--- src/rtl/sha256_wt_gen.sv ---
// SHA-256 message schedule for a 2-context interleaved round core.
// It emits one Wt/Kt pair per enabled cycle. Contexts alternate, ctx0 on even counts.
module sha256_wt_gen (
    input  logic        CLK,
    input  logic        rst,
    input  logic        glbl_en,
    input  logic        start,
    input  logic [31:0] din,
    output logic        din_rd,
    output logic [31:0] Wt,
    output logic [31:0] Kt,
    output logic [5:0]  round_o,
    output logic        ctx_o,
    output logic        wt_valid,
    output logic        busy,
    output logic        done
);

    localparam logic [31:0] K_ROM [64] = '{
        32'h428a2f98, 32'h71374491, 32'hb5c0fbcf, 32'he9b5dba5,
        32'h3956c25b, 32'h59f111f1, 32'h923f82a4, 32'hab1c5ed5,
        32'hd807aa98, 32'h12835b01, 32'h243185be, 32'h550c7dc3,
        32'h72be5d74, 32'h80deb1fe, 32'h9bdc06a7, 32'hc19bf174,
        32'he49b69c1, 32'hefbe4786, 32'h0fc19dc6, 32'h240ca1cc,
        32'h2de92c6f, 32'h4a7484aa, 32'h5cb0a9dc, 32'h76f988da,
        32'h983e5152, 32'ha831c66d, 32'hb00327c8, 32'hbf597fc7,
        32'hc6e00bf3, 32'hd5a79147, 32'h06ca6351, 32'h14292967,
        32'h27b70a85, 32'h2e1b2138, 32'h4d2c6dfc, 32'h53380d13,
        32'h650a7354, 32'h766a0abb, 32'h81c2c92e, 32'h92722c85,
        32'ha2bfe8a1, 32'ha81a664b, 32'hc24b8b70, 32'hc76c51a3,
        32'hd192e819, 32'hd6990624, 32'hf40e3585, 32'h106aa070,
        32'h19a4c116, 32'h1e376c08, 32'h2748774c, 32'h34b0bcb5,
        32'h391c0cb3, 32'h4ed8aa4a, 32'h5b9cca4f, 32'h682e6ff3,
        32'h748f82ee, 32'h78a5636f, 32'h84c87814, 32'h8cc70208,
        32'h90befffa, 32'ha4506ceb, 32'hbef9a3f7, 32'hc67178f2
    };

    function automatic logic [31:0] sig0(input logic [31:0] x);
        return {x[6:0], x[31:7]} ^ {x[17:0], x[31:18]} ^ {3'b000, x[31:3]};
    endfunction

    function automatic logic [31:0] sig1(input logic [31:0] x);
        return {x[16:0], x[31:17]} ^ {x[18:0], x[31:19]} ^ {10'd0, x[31:10]};
    endfunction

    logic        busy_q,  busy_d;
    logic [6:0]  cnt_q,   cnt_d;
    logic [31:0] wt_q,    wt_d;
    logic [31:0] kt_q,    kt_d;
    logic [5:0]  round_q, round_d;
    logic        ctx_q,   ctx_d;
    logic        valid_q, valid_d;
    logic        done_q,  done_d;

    // Entry i holds the word produced i+1 cycles ago, with both contexts interleaved.
    // A word of the same context at schedule distance d therefore sits 2*d slots back.
    logic [31:0] win_q [32];
    logic [31:0] win_d [32];

    logic [5:0]  round;
    logic        ctx;
    logic [31:0] w_exp;
    logic [31:0] w_new;

    assign round  = cnt_q[6:1];
    assign ctx    = cnt_q[0];
    assign din_rd = busy_q & (cnt_q[6:5] == 2'b00);
    assign w_exp  = sig1(win_q[3]) + win_q[13] + sig0(win_q[29]) + win_q[31];
    assign w_new  = din_rd ? din : w_exp;

    // NOTE: every *_d gets its hold value first, so no path through this block
    // leaves a variable unassigned and no latch can be inferred.
    always_comb begin
        busy_d  = busy_q;
        cnt_d   = cnt_q;
        wt_d    = wt_q;
        kt_d    = kt_q;
        round_d = round_q;
        ctx_d   = ctx_q;
        valid_d = valid_q;
        done_d  = done_q;
        win_d   = win_q;

        if (glbl_en) begin
            if (busy_q) begin
                win_d[0] = w_new;
                for (int i = 1; i < 32; i++) begin
                    win_d[i] = win_q[i-1];
                end
                wt_d    = w_new;
                kt_d    = K_ROM[round];
                round_d = round;
                ctx_d   = ctx;
                valid_d = 1'b1;
                cnt_d   = cnt_q + 7'd1;
                done_d  = 1'b0;
                if (cnt_q == 7'd127) begin
                    // A start on the last edge chains the next block; cnt wraps to 0.
                    done_d = 1'b1;
                    busy_d = start;
                end
            end else begin
                valid_d = 1'b0;
                done_d  = 1'b0;
                if (start) begin
                    busy_d = 1'b1;
                    cnt_d  = 7'd0;
                end
            end
        end
    end

    // NOTE: state is updated with non-blocking assignments. All flops then sample
    // the values that were present before the edge, whatever order the statements run in.
    always_ff @(posedge CLK or posedge rst) begin
        if (rst) begin
            busy_q  <= 1'b0;
            cnt_q   <= 7'd0;
            wt_q    <= 32'd0;
            kt_q    <= 32'd0;
            round_q <= 6'd0;
            ctx_q   <= 1'b0;
            valid_q <= 1'b0;
            done_q  <= 1'b0;
        end else begin
            busy_q  <= busy_d;
            cnt_q   <= cnt_d;
            wt_q    <= wt_d;
            kt_q    <= kt_d;
            round_q <= round_d;
            ctx_q   <= ctx_d;
            valid_q <= valid_d;
            done_q  <= done_d;
        end
    end

    // NOTE: the window has no reset. Each block loads 32 fresh words before any tap is read,
    // so this can map to plain shift-register resources.
    always_ff @(posedge CLK) begin
        win_q <= win_d;
    end

    assign Wt       = wt_q;
    assign Kt       = kt_q;
    assign round_o  = round_q;
    assign ctx_o    = ctx_q;
    assign wt_valid = valid_q;
    assign busy     = busy_q;
    assign done     = done_q;

endmodule

--- config.mk ---
export PLATFORM = sky130hd
export DESIGN_NAME = sha256_wt_gen
export DESIGN_NICKNAME = d
export VERILOG_FILES = /design/src/rtl/sha256_wt_gen.sv
export SDC_FILE = /design/constraint.sdc
export NUM_CORES = 1
export LEC_CHECK = 0
export CAP_MARGIN = 0
export CORE_MARGIN = 1
export CORE_UTILIZATION = 61
export CTS_BUF_LIST = sky130_fd_sc_hd__clkbuf_8 sky130_fd_sc_hd__clkbuf_16
export CTS_CLUSTER_SIZE = 10
export DETAILED_ROUTE_END_ITERATION = 8
export PLACE_DENSITY = 0.8
export SLEW_MARGIN = 30
export SYNTH_ARGS = -nofsm -noshare
export SYNTH_HDL_FRONTEND = slang
export SYNTH_SLANG_ARGS = --single-unit
export TNS_END_PERCENT = 50
--- constraint.sdc ---
create_clock -name CLK -period 38.6 [get_ports CLK]
set_clock_uncertainty 0.15 [all_clocks]
set_input_delay 3.86 -clock CLK [delete_from_list [all_inputs] [get_ports CLK]]
set_output_delay 3.86 -clock CLK [all_outputs]
set_load 0.005 [all_outputs]
==> metrics.md <==
| Metric | Value |
|---|---|
| WP data required | `38780 ps` |
| Clk_lat worst skew | `730 ps` |
| Post_cts resized | `0` |
| Vias | `21900` |
| Design Area, Final | `47400 um2` |
| Via density | `6.14` |
| # port buffers | `110` |
| Total grt overflow | `0` |
| Crit share post-route | `20.7%` |
| Chip width | `264 um` |
| Setup crit end kind | `flop` |
| Reg-to-Reg End | `win_q[1022]` |
| Outcome | `complete, no violations` |
| Hold Startpoint | `win_q[672]` |
| First-pass DRT Iterations | `5` |
| Min Tclk post-route | `7980 ps` |
| # DRC | `0` |
| Boundary Pins | `111` |
| Initial Util | `62.0%` |
| Syn_nets | `2635` |
| Worst min path class | `reg -> reg` |
| Met3 wire length | `7220 um` |
| CTS sink count | `1105` |
| Placed inst area | `43900 um2` |
| Vias in the first global route | `21600` |
| Yosys top cell area share | `73.4%` |
| NumNets Final | `2792` |
| RSZ-0062 raised after global routing | `no` |
| Largest cells by area after synthesis | `edfxtp_1 (73%), dfrtp_1 (4.8%), fa_1 (3.0%)` |
| Mapped Avg Cell Area | `16.8 um2` |
| DR WL met2 | `45200 um` |
| Worst path max stage delay | `800 ps` |
| Yosys warnings | `0` |
| Final setup fails | `0` |
| F_max | `0.125 GHz` |
| Number of synthesized register bits | `1105` |
| Layout area overhead | `13.0%` |
| Clock Path Buffers | `3` |
| Worst r2r src | `win_q[914]` |
| Post-CTS Setup Bufs | `0` |
| Hpwl dp | `57100 um` |
| Global-route wire length before repair | `141000 um` |
| Initial antenna violation count | `1` |
| Most frequent cell after synthesis | `edfxtp_1` |
| DIE HEIGHT | `264 um` |
| Synthesized area | `41900 um2` |
| Hold EP | `win_q[640]` |
| Slew headroom | `33.7%` |
| Ant diodes | `0` |
| Cells after Synth | `2489` |
| Seq/Total Area, Yosys | `78.2%` |
| Inst Count DP | `3393` |
| CP max-delay cell | `buf_4` |
| Post-synth ARST share | `7.33%` |
| Most frequent cells after synthesis | `edfxtp_1 (1024), nand2_1 (199), o21ai_0 (130)` |
| Worst reg2reg path depth | `12` |
| Number of CTS-inserted buffers | `121` |
| Hold path depth | `0` |
| Worst Tran Pin Value | `984 ps` |
| Die area | `69800 um2` |
| Final Wtd Congestion | `0.919` |
| Final hold violations | `0` |
| CP startpoint kind | `input port` |
| Clock root buffer | `clkbuf_16` |
| Layout cells sized above 1 | `7.77%` |
| Cell row count | `95` |
| Met1 wire length | `39300 um` |
| 1st-iter DRT viols | `2294` |
| Top layer in use | `met5` |
| Cell taking the most area after synthesis | `edfxtp_1` |
| Hold_buf cts | `0` |
| Critical path type | `in -> reg` |
| Area of the core | `67600 um2` |
| Most used cell, CP | `buf_4` |
| Final wirelength | `95100 um` |
| Number of enable flip-flop cells after synthesis | `1024` |
| Layout Cells excl Fill | `3562` |
| Reg2reg setup slack | `33690 ps` |
| H-tree levels | `3` |
| Clock transition at path regs | `60 ps` |
| Antenna-violating nets left | `0` |
| # fillers | `4095` |
| Crit path max fanout | `178` |
| Main flop type after synthesis | `edfxtp_1` |
| CTS tree | `built` |
| Slew Limit Fails | `0` |
| Largest net degree at the start of global routing | `203` |
| Sum Neg Setup Slack | `0 ps` |
| Critical Path, Cell by Cell | `clkdlybuf4s50_1, nand2_4, inv_12, buf_12, buf_4, buf_16, buf_4` |
| Critical path arrival | `8160 ps` |
| Max-Cap Viols | `0` |
| Unique masters post-synth | `80` |
| GRT Overall Usage | `27.7%` |
| Routed WL per cell | `26.7 um` |
cells by family (layout without fill, tap and decap cells):
logic type | Yosys count | in the layout | share of synthesized area [%]
adders and majority gates | 110 | 110 | 4.39
buffers and inverters | 239 | 439 | 2.28
and+or+nand+nor | 416 | 416 | 4.35
muxes | 28 | 28 | 0.869
xor gates and xnor gates | 144 | 144 | 3.01
DFF | 1105 | 1105 | 78.2
AOI/OAI and AO/OA | 447 | 447 | 6.91
area by class of cell:
type	count	area (um2)	share of cell area, %
Sequential cell	1105	32800	69.2
Multi-Input combinational cell	1145	8200	17.3
Clock buffer	122	3040	6.42
Timing Repair Buffer	137	1420	3.00
Tap cell	873	1090	2.31
Inverter	136	524	1.11
Clock inverter	44	299	0.631
per-stage QoR:
step | hold WS, ps | setup slack, ps | util (%)
floorplan | 250 | 4430 | -
global placement | 250 | 29620 | 64.9
detailed placement | 255 | 29610 | 64.9
CTS | 210 | 30420 | 69.9
global route | 217 | 30390 | 70.0
finish | 211 | 30620 | 70.0
how the worst max path moves through the flow:
stage                            end  slack, ps    start
after floorplan             win_q[0]       4430  glbl_en
after global placement    win_q[163]      29620  glbl_en
after detailed placement  win_q[131]      29610  glbl_en
after CTS                 win_q[357]      30420  glbl_en
after global routing      win_q[357]      30390  glbl_en
final                     win_q[619]      30620  glbl_en
sequential cells by signal, summed over array words and instances (netlist names):
signal	cells
round_o	6
done	1
cnt_q	7
busy	1
ctx_o	1
Kt	32
wt_valid	1
Wt	32
win_q	1024
per-layer routing:
metal | vias to the layer above | GRT usage [%]
li1 | 9527 | -
met1 | 11000 | 39.0
met2 | 1137 | 43.8
met3 | 214 | 5.29
met4 | 2 | 10.0
met5 | - | 0
critical path, delay by kind of cell:
family / cells / cell delay (ps)
buffers and inverters: 6 / 3560
AND/OR/NAND/NOR: 1 / 370
placed cells by master (no fill, tap or decap), drive strengths merged, types with 9 or more instances in the layout:
| master | n |
|---|---|
| edfxtp | 1024 |
| nand2 | 199 |
| inv | 169 |
| o21ai | 145 |
| clkbuf | 122 |
| clkdlybuf4s50 | 110 |
| a21oi | 106 |
| nor2 | 99 |
| xnor2 | 85 |
| dfrtp | 81 |
| fa | 62 |
| xor2 | 59 |
| ha | 48 |
| nand3 | 29 |
| o211ai | 27 |
| buf | 27 |
| a211oi | 24 |
| nor3 | 20 |
| nor2b | 16 |
| o31ai | 14 |
| mux2 | 14 |
| a21o | 14 |
| a31oi | 13 |
| o311ai | 13 |
| and3 | 13 |
| o221ai | 11 |
| clkinv | 11 |
| nand2b | 10 |
| mux2i | 9 |
| a311oi | 9 |
Power is not shown: default switching activity piles up to over one toggle a cycle in this logic, so the estimate is an artifact.
